<file path="config.mk">
export PLATFORM = sky130hd
export DESIGN_NAME = turn_signal_ctrl
export DESIGN_NICKNAME = d
export VERILOG_FILES = /design/src/rtl/turn_signal_ctrl.sv
export SDC_FILE = /design/constraint.sdc
export NUM_CORES = 1
export LEC_CHECK = 0
export CAP_MARGIN = 15
export CORE_ASPECT_RATIO = 0.9
export CORE_MARGIN = 3
export CORE_UTILIZATION = 53
export CTS_BUF_LIST = sky130_fd_sc_hd__clkbuf_4 sky130_fd_sc_hd__clkbuf_8
export DETAILED_ROUTE_END_ITERATION = 6
export DONT_BUFFER_PORTS = 1
export GPL_TIMING_DRIVEN = 0
export PLACE_DENSITY = 0.77
export SETUP_SLACK_MARGIN = 0.05
export SLEW_MARGIN = 20
export SYNTH_ARGS = -nofsm -noshare
export SYNTH_HDL_FRONTEND = slang
export SYNTH_SLANG_ARGS = --single-unit
</file>
<file path="constraint.sdc">
create_clock -name clkout -period 2.2 [get_ports clkout]
set_input_delay 0.44 -clock clkout [delete_from_list [all_inputs] [get_ports clkout]]
set_output_delay 0.44 -clock clkout [all_outputs]
set_load 0.05 [all_outputs]
</file>
<file path="src/rtl/turn_signal_ctrl.sv">
// Turn-signal controller: synchronizes and debounces three buttons, then runs the OFF/LEFT/RIGHT/HAZ lamp FSM.
// Optional macro TURN_AUTO_CANCEL_EN enables the LEFT/RIGHT dwell timeout and timeout_evt pulse.
module turn_signal_ctrl #(
  parameter int unsigned DEB_CYCLES  = 2,
  parameter int unsigned TIMEOUT_CYC = 10
) (
  input  logic       clkout,
  input  logic       rst_n,
  input  logic       btn_left,
  input  logic       btn_right,
  input  logic       btn_hazard,
  output logic [1:0] sw,
  output logic       active,
  output logic       timeout_evt
);

  localparam int unsigned NB      = 3;
  localparam int unsigned CNT_W   = 8;
  localparam int unsigned B_LEFT  = 0;
  localparam int unsigned B_RIGHT = 1;
  localparam int unsigned B_HAZ   = 2;
  localparam logic [CNT_W-1:0] DEB_LAST = CNT_W'(DEB_CYCLES - 1);

  if (DEB_CYCLES < 1 || DEB_CYCLES > 255) begin : g_deb_range
    $error("DEB_CYCLES out of range 1..255");
  end
  if (TIMEOUT_CYC < 2 || TIMEOUT_CYC > 65535) begin : g_tmo_range
    $error("TIMEOUT_CYC out of range 2..65535");
  end

  typedef enum logic [1:0] {
    ST_OFF   = 2'b00,
    ST_LEFT  = 2'b01,
    ST_RIGHT = 2'b10,
    ST_HAZ   = 2'b11
  } state_t;

  logic [NB-1:0]    btn_raw;
  logic [NB-1:0]    sync1_q;
  logic [NB-1:0]    sync2_q;
  logic [NB-1:0]    deb_q;
  logic [NB-1:0]    deb_d_q;
  logic [CNT_W-1:0] cnt_q [NB];
  logic [NB-1:0]    press;

  state_t state_q;
  state_t state_d;

  assign btn_raw = {btn_hazard, btn_right, btn_left};

  // Synchronizer, stability-counter debouncer and edge-detect delay, one lane per button
  always_ff @(posedge clkout or negedge rst_n) begin
    if (!rst_n) begin
      sync1_q <= '0;
      sync2_q <= '0;
      deb_q   <= '0;
      deb_d_q <= '0;
      for (int i = 0; i < NB; i++) cnt_q[i] <= '0;
    end else begin
      sync1_q <= btn_raw;
      sync2_q <= sync1_q;
      deb_d_q <= deb_q;
      for (int i = 0; i < NB; i++) begin
        if (sync2_q[i] == deb_q[i]) begin
          cnt_q[i] <= '0;
        end else if (cnt_q[i] == DEB_LAST) begin
          deb_q[i] <= sync2_q[i];
          cnt_q[i] <= '0;
        end else begin
          cnt_q[i] <= cnt_q[i] + CNT_W'(1);
        end
      end
    end
  end

  assign press = deb_q & ~deb_d_q;

`ifdef TURN_AUTO_CANCEL_EN
  localparam int unsigned DWELL_W = 16;
  localparam logic [DWELL_W-1:0] DWELL_LAST = DWELL_W'(TIMEOUT_CYC - 1);
  localparam logic [DWELL_W-1:0] DWELL_MAX  = '1;

  logic [DWELL_W-1:0] dwell_q;
  logic [DWELL_W-1:0] dwell_d;
  logic               tmo_c;
  logic               tmo_q;
  logic               dwell_hit;

  assign dwell_hit = (dwell_q == DWELL_LAST);
`else
  logic dwell_hit;
  assign dwell_hit = 1'b0;
`endif

  // Next-state logic; hazard outranks left/right, and any press outranks the timeout
  always_comb begin
    state_d = state_q;
`ifdef TURN_AUTO_CANCEL_EN
    tmo_c   = 1'b0;
`endif
    case (state_q)
      ST_OFF: begin
        if (press[B_HAZ])                         state_d = ST_HAZ;
        else if (press[B_LEFT] && press[B_RIGHT]) state_d = ST_OFF;
        else if (press[B_LEFT])                   state_d = ST_LEFT;
        else if (press[B_RIGHT])                  state_d = ST_RIGHT;
      end
      ST_LEFT: begin
        if (press[B_HAZ])        state_d = ST_HAZ;
        else if (press[B_LEFT])  state_d = ST_OFF;
        else if (press[B_RIGHT]) state_d = ST_RIGHT;
        else if (dwell_hit) begin
          state_d = ST_OFF;
`ifdef TURN_AUTO_CANCEL_EN
          tmo_c   = 1'b1;
`endif
        end
      end
      ST_RIGHT: begin
        if (press[B_HAZ])        state_d = ST_HAZ;
        else if (press[B_RIGHT]) state_d = ST_OFF;
        else if (press[B_LEFT])  state_d = ST_LEFT;
        else if (dwell_hit) begin
          state_d = ST_OFF;
`ifdef TURN_AUTO_CANCEL_EN
          tmo_c   = 1'b1;
`endif
        end
      end
      ST_HAZ: begin
        if (press[B_HAZ]) state_d = ST_OFF;
      end
      default: state_d = ST_OFF;
    endcase
  end

`ifdef TURN_AUTO_CANCEL_EN
  // Dwell counts only while staying in LEFT/RIGHT; saturates instead of wrapping
  always_comb begin
    dwell_d = '0;
    if (state_d == state_q && (state_q == ST_LEFT || state_q == ST_RIGHT)) begin
      dwell_d = (dwell_q == DWELL_MAX) ? dwell_q : dwell_q + DWELL_W'(1);
    end
  end
`endif

  always_ff @(posedge clkout or negedge rst_n) begin
    if (!rst_n) begin
      state_q <= ST_OFF;
`ifdef TURN_AUTO_CANCEL_EN
      dwell_q <= '0;
      tmo_q   <= 1'b0;
`endif
    end else begin
      state_q <= state_d;
`ifdef TURN_AUTO_CANCEL_EN
      dwell_q <= dwell_d;
      tmo_q   <= tmo_c;
`endif
    end
  end

  // Registered decode so timeout_evt lines up with sw dropping to 00
  always_ff @(posedge clkout or negedge rst_n) begin
    if (!rst_n) begin
      sw     <= 2'b00;
      active <= 1'b0;
`ifdef TURN_AUTO_CANCEL_EN
      timeout_evt <= 1'b0;
`endif
    end else begin
      sw     <= 2'(state_q);
      active <= (state_q != ST_OFF);
`ifdef TURN_AUTO_CANCEL_EN
      timeout_evt <= tmo_q;
`endif
    end
  end

`ifndef TURN_AUTO_CANCEL_EN
  assign timeout_evt = 1'b0;
`endif

endmodule

</file>
==> reports/qor.csv, run 1 <==
stage,metric,value,unit
status,status,"finished, final reports clean",
synthesis,synth_fp_nets,165,
routing,first_iter_violations,81,
worst_setup_path,r2r-start,cnt_q[9],
floorplanning,dieArea,4140,um^2
global_route,via_count_of_the_first_global_routing_pass,1218,
worst_setup_path,crit_type,reg -> reg,
global_route,number_of_antenna_violations_at_the_first_check_in_global_routing,0,
placed_design,hpwl,2110,um
floorplanning,floorplan.initialDensity,0.570,
synthesis,yosysSeqAreaShare,0.569,
finish,fillers,250,
synthesis,post-synth-top-area-cell,dfrtp_1,
clock_network,cts.repair_timing.setup_buffer_count,0,
worst_setup_path,cp_slowest_stage_delay,500,ps
worst_setup_path,critPathLaunchType,flop,
routing,detail_route.vias_per_cell,5.58,
run,timing.max_cap.violations,0,
timing,final.period_utilization,0.828,
worst_setup_path,worst_setup_path_startpoint,cnt_q[9],
clock_network,ctsRootBufferMaster,clkbuf_8,
placed_design,gp_routability_congestion,0.802,
synthesis,postSynth.topFlopCell,dfrtp_1,
pwr,vdd_ir_drop_max,0.554,mV
worst_setup_path,critical_path_peak_fanout,7,
timing,clock.fmax,549,MHz
worst_setup_path,reg2reg_depth,5,
min_path,holdPathStages,0,
synthesis,synth-edff-count,0,
floorplanning,placeableCoreArea,3160,um^2
pwr,powerDensity,1120,nW/um^2
timing,min_period,1820,ps
pwr,p_leak,0.832,nW
synthesis,ys.warnings.count,0,
floorplanning,core.rowCount,19,
clock_network,cts-htree-levels,2,
routing,vias,1144,
routing,drt-total-wl,2920,um
synthesis,post_synthesis_cells,154,
timing,timing.clock.skew,6.16,ps
clock_network,cts_resized,0,
global_route,global_route.usage.total,0.176,
worst_setup_path,cp.required,2340,ps
timing,finalSetupViolations,0,
worst_setup_path,endpoint_kind,flop,
synthesis,synthArstFlopShare,1.00,
global_route,grt_max_degree,42,
worst_setup_path,crit_slowest_cell,or4b_4,
routing,drc_errors,0,
routing,wl_per_cell,14.3,um
min_path,holdPathEnd,sync1_q[2],
worst_setup_path,ff2ff_setup_slack,380,ps
clock_network,tritoncts,done,
placed_design,placement_cell_area,1860,um^2
synthesis,synth.distinct_cells,27,
global_route,grt_first_pass_wirelength,5190,um
clock_network,cts_made_buffers,5,
clock_network,clockBufferDepth,2,
synthesis,synth_area,1800,um^2
synthesis,synthTopCellsByArea,"dfrtp_1 57%, ha_1 4.2%, or3_1 3.5%",
synthesis,ys_ff_latch,41,
worst_setup_path,timing.critical_path.cells,inv_1 -> ha_1 -> or4b_4 -> o41ai_4 -> a21oi_1,
floorplanning,die_boundary_width,67.5,um
min_path,hold_path_startpoint,btn_hazard,
finish,areaGrowthSynthToFinish,9.58,%
timing,maxSlewViolCount,0,
finish,seq_area,1030,um^2
finish,multi_input_comb_area,724,um^2
timing,rsz_0062_raised_after_global_routing,false,
min_path,min-delay-path-class,in -> reg,
routing,drt_pass1_iterations,4,
worst_setup_path,path_delay_family,compound AO/OA/AOI/OAI gates,
finish,final_area,1980,um^2
floorplanning,io-pin-count,9,
clock_network,latest_clock_arrival_within_the_worst_skew_pair,290,ps
global_route,grt_overflow,0,
synthesis,post-synth-top-area-fraction,0.569,
clock_network,worst_setup_hold_path_clk_slew,70,ps
routing,antenna_violating_nets_post_route,0,
placed_design,port-buffer-count,0,
finish,nNetsFinal,174,
worst_setup_path,critical_path.n_buffers_inverters,1,
timing,totalNegativeSetupSlack,0,ps
finish,drive_gt1_frac,0.129,
worst_setup_path,worst_ep_arrival_time,1960,ps
timing,finalHoldViolCount,0,
floorplanning,height_of_the_chip,61.3,um
clock_network,clock-sinks,41,
synthesis,syn_area_per_cell,11.7,um^2
finish,antenna_cells,0,
worst_setup_path,crit-reg2reg-capture,cnt_q[14],
through the flow:
step	total power (W)	cells	utilization	setup slack, ps	hold WS [ps]
5_1_grt	0.00236	205	0.625	275	149
4_1_cts	0.00224	205	0.625	366	169
3_5_place_dp	0.00172	196	0.587	386	146
2_1_floorplan	0.00159	154	-	540	144
3_3_place_gp	0.00167	196	0.587	460	145
6_report	0.00221	205	0.625	379	177
what timing repair did:
item | 4_1_cts | 5_1_grt
endpoints found under the hold margin | 41 | 0
endpoints found under the setup margin | 0 | 0
hold buffers | 2 | 0
layer usage:
layer | GRT usage | wire length, um | vias up
met5 | 0 | 0 | -
met4 | 0.0694 | 23 | 0
met3 | 0.0712 | 126 | 4
met2 | 0.322 | 1570 | 22
met1 | 0.181 | 1210 | 562
li1 | - | - | 556
cell usage in the layout (no fill, tap or decap), types with 3 or more instances in the layout:
master and instances:
a21oi_1 9, or3_1 10, o21ai_0 9, mux2_2 3, inv_1 8, nand2_1 3, nand4_1 3, dfrtp_1 41
xnor2_1 7, buf_4 3, a211oi_1 4, xor2_1 5, nor2_1 14, ha_1 6, clkbuf_8 6, nand3_1 11
cell families (layout without fill, tap and decap cells):
logic type      after synthesis  after routing  synth area share
simple gates                 53             53             0.170
compound gates               27             27             0.111
xor+xnor                     12             12            0.0583
flops                        41             41             0.569
other cells                   1              1           0.00208
mux                           3              3            0.0187
buf+inv                      11             20            0.0291
fa+ha+maj                     6              6            0.0416
registers in the layout (all words and copies together), names as in the netlist:
register	cells
active	1
cnt_q	24
deb_d_q	3
deb_q	3
state_q	2
sw	2
sync1_q	3
sync2_q	3
power breakdown:
group / internal, W / switching, W / total [W]
Clock: 0.000261 / 0.000235 / 0.000496
Combinational: 0.000267 / 0.000299 / 0.000565
Sequential: 0.000916 / 0.000234 / 0.00115
Total: 0.00144 / 0.000768 / 0.00221
final cells by class:
cell class / count / share of cell area
tap: 42 / 0.0266
clock buffer: 7 / 0.0456
sequential: 41 / 0.519
timing repair buffer: 2 / 0.0152
inverter: 8 / 0.0152
buffer: 3 / 0.0114
multi-input combinational: 102 / 0.367
how the worst max path moves through the flow:
stage,slack [ps],endpoint,cells after the start
final,380,cnt_q[14],5
after global routing,270,cnt_q[14],5
after CTS,370,cnt_q[14],5
after detailed placement,390,cnt_q[14],5
after global placement,460,deb_q[0],5
after floorplan,540,deb_q[1],5
synth_stat cells, types with 3 or more instances:
library cell  number
a211oi_1           4
a21oi_1            9
buf_4              3
dfrtp_1           41
ha_1               6
inv_1              8
mux2_2             3
nand2_1            3
nand3_1           11
nand4_1            3
nor2_1            14
o21ai_0            9
or3_1             10
xnor2_1            7
xor2_1             5
Power figures use the tool's default switching activity.
==> inputs of run 2 (changes only) <==
Clock period 2.2 ns to 1.89 ns, I/O delays scaled along.
==> run 2 against run 1 <==
Against the previous run: routed wire length up 2.5%; flip-flop and latch count unchanged; via count up 1.1%; clock power up 17%; critical path type unchanged; die area unchanged; fmax up 1.5%; sequential share of layout area down 0.59 points; cell area up 1.3%; largest power group unchanged; cell count up 0.98%; register-to-register slack worse by 280 ps.
==> reports/qor.csv, run 2 (synthesis gave the netlist of run 1 again) <==
stage,metric,value,unit,change
status,status,"finished, final reports clean",,unchanged
clock_network,worst_setup_hold_path_clk_slew,70,ps,about the same
worst_setup_path,critical_path_peak_fanout,7,,unchanged
floorplanning,height_of_the_chip,61.3,um,unchanged
clock_network,clockBufferDepth,2,,unchanged
min_path,min-delay-path-class,in -> reg,,unchanged
finish,drive_gt1_frac,0.145,,was 0.129
worst_setup_path,endpoint_kind,flop,,unchanged
floorplanning,core.rowCount,19,,unchanged
routing,wl_per_cell,14.5,um,was 14.3 um
worst_setup_path,cp_slowest_stage_delay,500,ps,about the same
clock_network,clock-sinks,41,,unchanged
routing,drt-total-wl,3000,um,was 2920 um
global_route,grt_max_degree,42,,unchanged
global_route,via_count_of_the_first_global_routing_pass,1218,,unchanged
finish,seq_area,1030,um^2,about the same
clock_network,cts-htree-levels,2,,unchanged
floorplanning,die_boundary_width,67.5,um,unchanged
timing,final.period_utilization,0.949,,was 0.828
run,timing.max_cap.violations,0,,unchanged
pwr,powerDensity,1310,nW/um^2,was 1120 nW/um^2
worst_setup_path,reg2reg_depth,6,,was 5
timing,min_period,1790,ps,was 1820 ps
finish,largest_reg_flops,24,,unchanged
worst_setup_path,crit_type,reg -> reg,,unchanged
worst_setup_path,critPathLaunchType,flop,,unchanged
global_route,number_of_antenna_violations_at_the_first_check_in_global_routing,0,,unchanged
routing,first_iter_violations,82,,was 81
clock_network,latest_clock_arrival_within_the_worst_skew_pair,290,ps,about the same
min_path,holdPathStages,0,,unchanged
finish,antenna_cells,0,,unchanged
placed_design,gp_routability_congestion,0.802,,unchanged
finish,areaGrowthSynthToFinish,11.0,%,was 9.58%
worst_setup_path,cp.required,2060,ps,was 2340 ps
timing,finalHoldViolCount,0,,unchanged
worst_setup_path,timing.critical_path.cells,inv_1 -> ha_1 -> or4b_4 -> o41ai_4 -> buf_4 -> a21oi_1,,was inv_1 -> ha_1 -> or4b_4 -> o41ai_4 -> a21oi_1
placed_design,placement_cell_area,1860,um^2,unchanged
pwr,p_total,0.00263,W,was 0.00221 W
floorplanning,io-pin-count,9,,unchanged
global_route,global_route.usage.total,0.176,,unchanged
finish,multi_input_comb_area,733,um^2,was 724 um^2
timing,finalSetupViolations,0,,unchanged
timing,clock.fmax,558,MHz,was 549 MHz
finish,final_area,2000,um^2,was 1980 um^2
placed_design,port-buffer-count,0,,unchanged
timing,timing.clock.skew,6.15,ps,was 6.16 ps
finish,layout_commonest_cell,dfrtp_1,,unchanged
finish,nNetsFinal,176,,was 174
clock_network,ctsRootBufferMaster,clkbuf_8,,unchanged
timing,finalHoldWorstSlack,114,ps,was 177 ps
timing,totalNegativeSetupSlack,0,ps,unchanged
global_route,grt_overflow,0,,unchanged
worst_setup_path,crit_slowest_cell,or4b_4,,unchanged
placed_design,hpwl,2110,um,unchanged
floorplanning,dieArea,4140,um^2,unchanged
routing,vias,1157,,"was 1,144"
clock_network,cts_made_buffers,5,,unchanged
timing,maxSlewViolCount,0,,unchanged
finish,final_core_util,0.633,,was 0.625
clock_network,tritoncts,done,,unchanged
pwr,p_leak,0.842,nW,was 0.832 nW
finish,layout_common_cells,"40 x dfrtp_1, 14 x nor2_1, 11 x nand3_1",,"was 41 x dfrtp_1, 14 x nor2_1, 11 x nand3_1"
worst_setup_path,worst_ep_arrival_time,1960,ps,about the same
finish,largest_register,cnt_q,,unchanged
routing,detail_route.vias_per_cell,5.59,,was 5.58
routing,drc_errors,0,,unchanged
global_route,grt_first_pass_wirelength,5190,um,unchanged
floorplanning,floorplan.initialDensity,0.570,,unchanged
routing,drt_pass1_iterations,4,,unchanged
pwr,vdd_ir_drop_max,0.686,mV,was 0.554 mV
floorplanning,placeableCoreArea,3160,um^2,unchanged
timing,rsz_0062_raised_after_global_routing,false,,unchanged
routing,antenna_violating_nets_post_route,0,,unchanged
finish,fillers,247,,was 250
run 2: changes by cell type in the layout (fill, tap and decap cells not counted):
cell,before,now
nor4_4,0,1
dfrtp_1,41,40
nor4_2,2,1
dfrtp_2,0,1
buf_4,3,5
run 2: per-stage QoR:
stage / cells / setup WS (ps)
floorplan: 154 / 230
global placement: 196 / 150
detailed placement: 196 / 76.5
CTS: 205 / 55.6
global route: 207 / 25.6
finish: 207 / 97.0
run 2: power breakdown:
part / switching [W] / total (W) / internal (W)
combinational: 0.000368 / 0.000714 / 0.000346
clock: 0.000275 / 0.000579 / 0.000304
sequential: 0.000270 / 0.00134 / 0.00107
run 2: repair_timing:
action | 4_1_cts | 5_1_grt
endpoints found under the setup margin | 0 | 8
hold buffers | 2 | 0
buffers inserted | 0 | 2
resized for setup | 0 | 2
endpoints found under the hold margin | 41 | 0
run 2: routing by layer:
metal,routed length [um],GRT usage,vias to the layer above
li1,-,-,561
met1,1240,0.181,574
met2,1610,0.322,18
met3,122,0.0712,4
met4,22,0.0694,0
met5,0,0,-
run 2: critical path, delay by kind of cell (launching register included):
kind | cells | cell delay, ps
DFF | 1 | 400
buffers and inverters | 2 | 270
AOI/OAI and AO/OA | 2 | 350
adders and majority gates | 1 | 140
and+or+nand+nor | 1 | 500
run 2: path summary, 6_finish.rpt:
path | to | slack [ps] | start
min reg2reg | sync2_q[2] | 350 | sync1_q[2]
max | cnt_q[14] | 100 | cnt_q[9]
min in group asynchronous | sw[1] | 540 | rst_n
min | sync1_q[2] | 110 | btn_hazard
max reg2reg | cnt_q[14] | 100 | cnt_q[9]
max in group asynchronous | cnt_q[8] | 1150 | rst_n
run 2: area by class of cell:
cell class                      instances  share of cell area
Clock buffer                            7              0.0450
Multi-Input combinational cell        102               0.366
Buffer                                  3              0.0113
Tap cell                               42              0.0263
Sequential cell                        41               0.513
Timing Repair Buffer                    4              0.0225
Inverter                                8              0.0150
==> inputs of run 3 (changes only) <==
Settings changed: GPL_TIMING_DRIVEN 0 to default.
Clock period 1.89 ns to 1.7 ns, I/O delays scaled along.
==> run 3 against run 2 <==
Against the previous run: sequential power increased by 9%; non-clock buffer count up 5; utilization increased by 2.0 points; cell count up 2.9%; die area is the same; total power is 16% higher; register-to-register slack worse by 60 ps; clock power up 6.0%; largest cell class unchanged; highest routed layer unchanged.
==> reports/qor.csv, run 3 (synthesis gave the netlist of run 1 again) <==
stage,metric,value,unit,change
routing,met2WireLength,1490,um,was 1610 um
worst_setup_path,critical_path.n_buffers_inverters,1,,was 2
pwr,share_comb_of_total_power,0.318,,was 0.271
finish,areaGrowthSynthToFinish,14.5,%,was 11.0%
global_route,number_of_antenna_violations_at_the_first_check_in_global_routing,0,,unchanged
pwr,power.switching,0.00108,W,was 0.000913 W
global_route,via_count_of_the_first_global_routing_pass,1222,,"was 1,218"
floorplanning,placeableCoreArea,3160,um^2,unchanged
worst_setup_path,crit-reg2reg-capture,deb_q[0],,was cnt_q[14]
status,status,"finished, final reports clean",,unchanged
routing,detailroute.wirelength.met3,144,um,was 122 um
finish,seq_area,1030,um^2,about the same
routing,wl_per_cell,13.9,um,was 14.5 um
finish,layout_commonest_cell,dfrtp_1,,unchanged
run,timing.max_cap.violations,0,,unchanged
routing,drt-total-wl,2970,um,was 3000 um
finish,largest_reg_flops,24,,unchanged
timing,finalSetupViolations,0,,unchanged
worst_setup_path,critPathLaunchType,flop,,unchanged
routing,first_iter_violations,58,,was 82
floorplanning,io-pin-count,9,,unchanged
pwr,power.switching_fraction,0.354,,was 0.347
clock_network,tritoncts,done,,unchanged
timing,totalNegativeSetupSlack,0,ps,unchanged
placed_design,hpwl,2080,um,was 2110 um
timing,final.period_utilization,0.980,,was 0.949
floorplanning,floorplan.initialDensity,0.570,,unchanged
pwr,vdd_ir_drop_max,0.816,mV,was 0.686 mV
floorplanning,height_of_the_chip,61.3,um,unchanged
pwr,p_leak,0.879,nW,was 0.842 nW
pwr,clock_power_share,0.202,,was 0.220
finish,antenna_cells,0,,unchanged
timing,maxSlewViolCount,0,,unchanged
finish,multi_input_comb_area,764,um^2,was 733 um^2
clock_network,latest_clock_arrival_within_the_worst_skew_pair,290,ps,about the same
finish,layout_common_cells,"41 x dfrtp_1, 13 x nor2_1, 11 x nand3_1",,"was 40 x dfrtp_1, 14 x nor2_1, 11 x nand3_1"
pwr,p_int,0.00197,W,was 0.00172 W
placed_design,place.detailed.instances,201,,was 196
pwr,relative_contribution_of_sequential_cells_to_total_power,0.481,,was 0.508
worst_setup_path,reg2reg_depth,5,,was 6
worst_setup_path,path_delay_family,simple AND/OR/NAND/NOR gates,,unchanged
min_path,min-delay-path-class,in -> reg,,unchanged
clock_network,clock-sinks,41,,unchanged
timing,clock.fmax,600,MHz,was 558 MHz
finish,finalNonFillerCells,213,,was 207
min_path,holdPathEnd,sync1_q[0],,was sync1_q[2]
finish,drive_gt1_frac,0.187,,was 0.145
finish,fillers,236,,was 247
clock_network,cts_made_buffers,5,,unchanged
placed_design,gp_routability_congestion,0.782,,was 0.802
timing,min_period,1670,ps,was 1790 ps
min_path,hold_path_startpoint,btn_left,,was btn_hazard
worst_setup_path,ff2ff_setup_slack,30,ps,was 100 ps
worst_setup_path,critical_path_peak_fanout,2,,was 7
worst_setup_path,cp_slowest_stage_delay,500,ps,about the same
worst_setup_path,cp.required,1890,ps,was 2060 ps
timing,finalHoldViolCount,0,,unchanged
worst_setup_path,crit_type,reg -> reg,,unchanged
routing,m1WireLength,1280,um,was 1240 um
routing,vias,1203,,"was 1,157"
worst_setup_path,r2r-start,cnt_q[17],,was cnt_q[9]
clock_network,worst_setup_hold_path_clk_slew,80,ps,was 70 ps
floorplanning,dieArea,4140,um^2,unchanged
clock_network,ctsRootBufferMaster,clkbuf_8,,unchanged
routing,detail_route.vias_per_cell,5.65,,was 5.59
min_path,holdPathStages,0,,unchanged
clock_network,clockBufferDepth,2,,unchanged
global_route,grt_overflow,0,,unchanged
pwr,powerDensity,1470,nW/um^2,was 1310 nW/um^2
global_route,global_route.usage.total,0.174,,was 0.176
worst_setup_path,endpoint_kind,flop,,unchanged
clock_network,cts-htree-levels,2,,unchanged
global_route,grt_max_degree,42,,unchanged
worst_setup_path,crit_slowest_cell,or4b_4,,unchanged
placed_design,port-buffer-count,0,,unchanged
routing,top_layer_reached_by_signal_wires,met4,,unchanged
finish,largest_register,cnt_q,,unchanged
worst_setup_path,timing.critical_path.cells,inv_1 -> ha_1 -> or4b_4 -> nor4_4 -> mux2_4,,was inv_1 -> ha_1 -> or4b_4 -> o41ai_4 -> buf_4 -> a21oi_1
routing,drt_pass1_iterations,4,,unchanged
routing,antenna_violating_nets_post_route,0,,unchanged
timing,timing.clock.skew,7.59,ps,was 6.15 ps
global_route,grt_first_pass_wirelength,5220,um,was 5190 um
worst_setup_path,worst_ep_arrival_time,1850,ps,was 1960 ps
routing,drc_errors,0,,unchanged
finish,nNetsFinal,181,,was 176
floorplanning,die_boundary_width,67.5,um,unchanged
finish,final_area,2060,um^2,was 2000 um^2
placed_design,placement_cell_area,1890,um^2,was 1860 um^2
timing,rsz_0062_raised_after_global_routing,true,,was false
floorplanning,core.rowCount,19,,unchanged
run 3: power by group through the flow:
stage	logic [W]	clock network, W	registers, W
after global routing	0.00107	0.000675	0.00150
after global placement	0.000781	0	0.00146
after detailed placement	0.000822	0	0.00148
after CTS	0.000917	0.000638	0.00146
final	0.000967	0.000614	0.00146
after floorplan	0.000594	0	0.00146
run 3: stage by stage:
stage,total power (W),setup WS (ps),hold WS [ps],util
finish,0.00304,33.7,69.9,0.653
floorplan,0.00206,39.5,44.4,-
global route,0.00324,-42.6,49.2,0.653
global placement,0.00224,51.6,45.7,0.599
detailed placement,0.00230,5.87,45.3,0.599
CTS,0.00302,22.8,59.2,0.644
run 3: layout make-up:
class                   count  area share
clock inverters             3     0.00848
well taps                  42      0.0255
repair buffers             12      0.0509
inverters                   8      0.0145
flip-flops and latches     41       0.497
clock buffers               5      0.0333
multi-input cells         102       0.370
run 3: layer usage:
layer	vias up	track usage
met2	36	0.298
met1	591	0.192
met3	8	0.0657
met4	0	0.0809
met5	-	0
li1	568	-
run 3: worst max-delay path by stage:
stage               from        end  slack (ps)  cells after the start
4_1_cts        cnt_q[17]   deb_q[0]          20                      5
3_3_place_gp   cnt_q[17]  cnt_q[19]          50                      5
3_5_place_dp   cnt_q[17]  cnt_q[22]           6                      5
6_report       cnt_q[17]   deb_q[0]          30                      5
5_1_grt        cnt_q[17]  cnt_q[21]         -40                      6
2_1_floorplan   cnt_q[9]   deb_q[1]          40                      5
run 3: what timing repair did:
action,in CTS,in global routing
pin swaps,0,1
resized for setup,2,6
hold buffers,2,0
setup endpoints to repair,13,22
endpoints found under the hold margin,41,0
buffers inserted,2,0
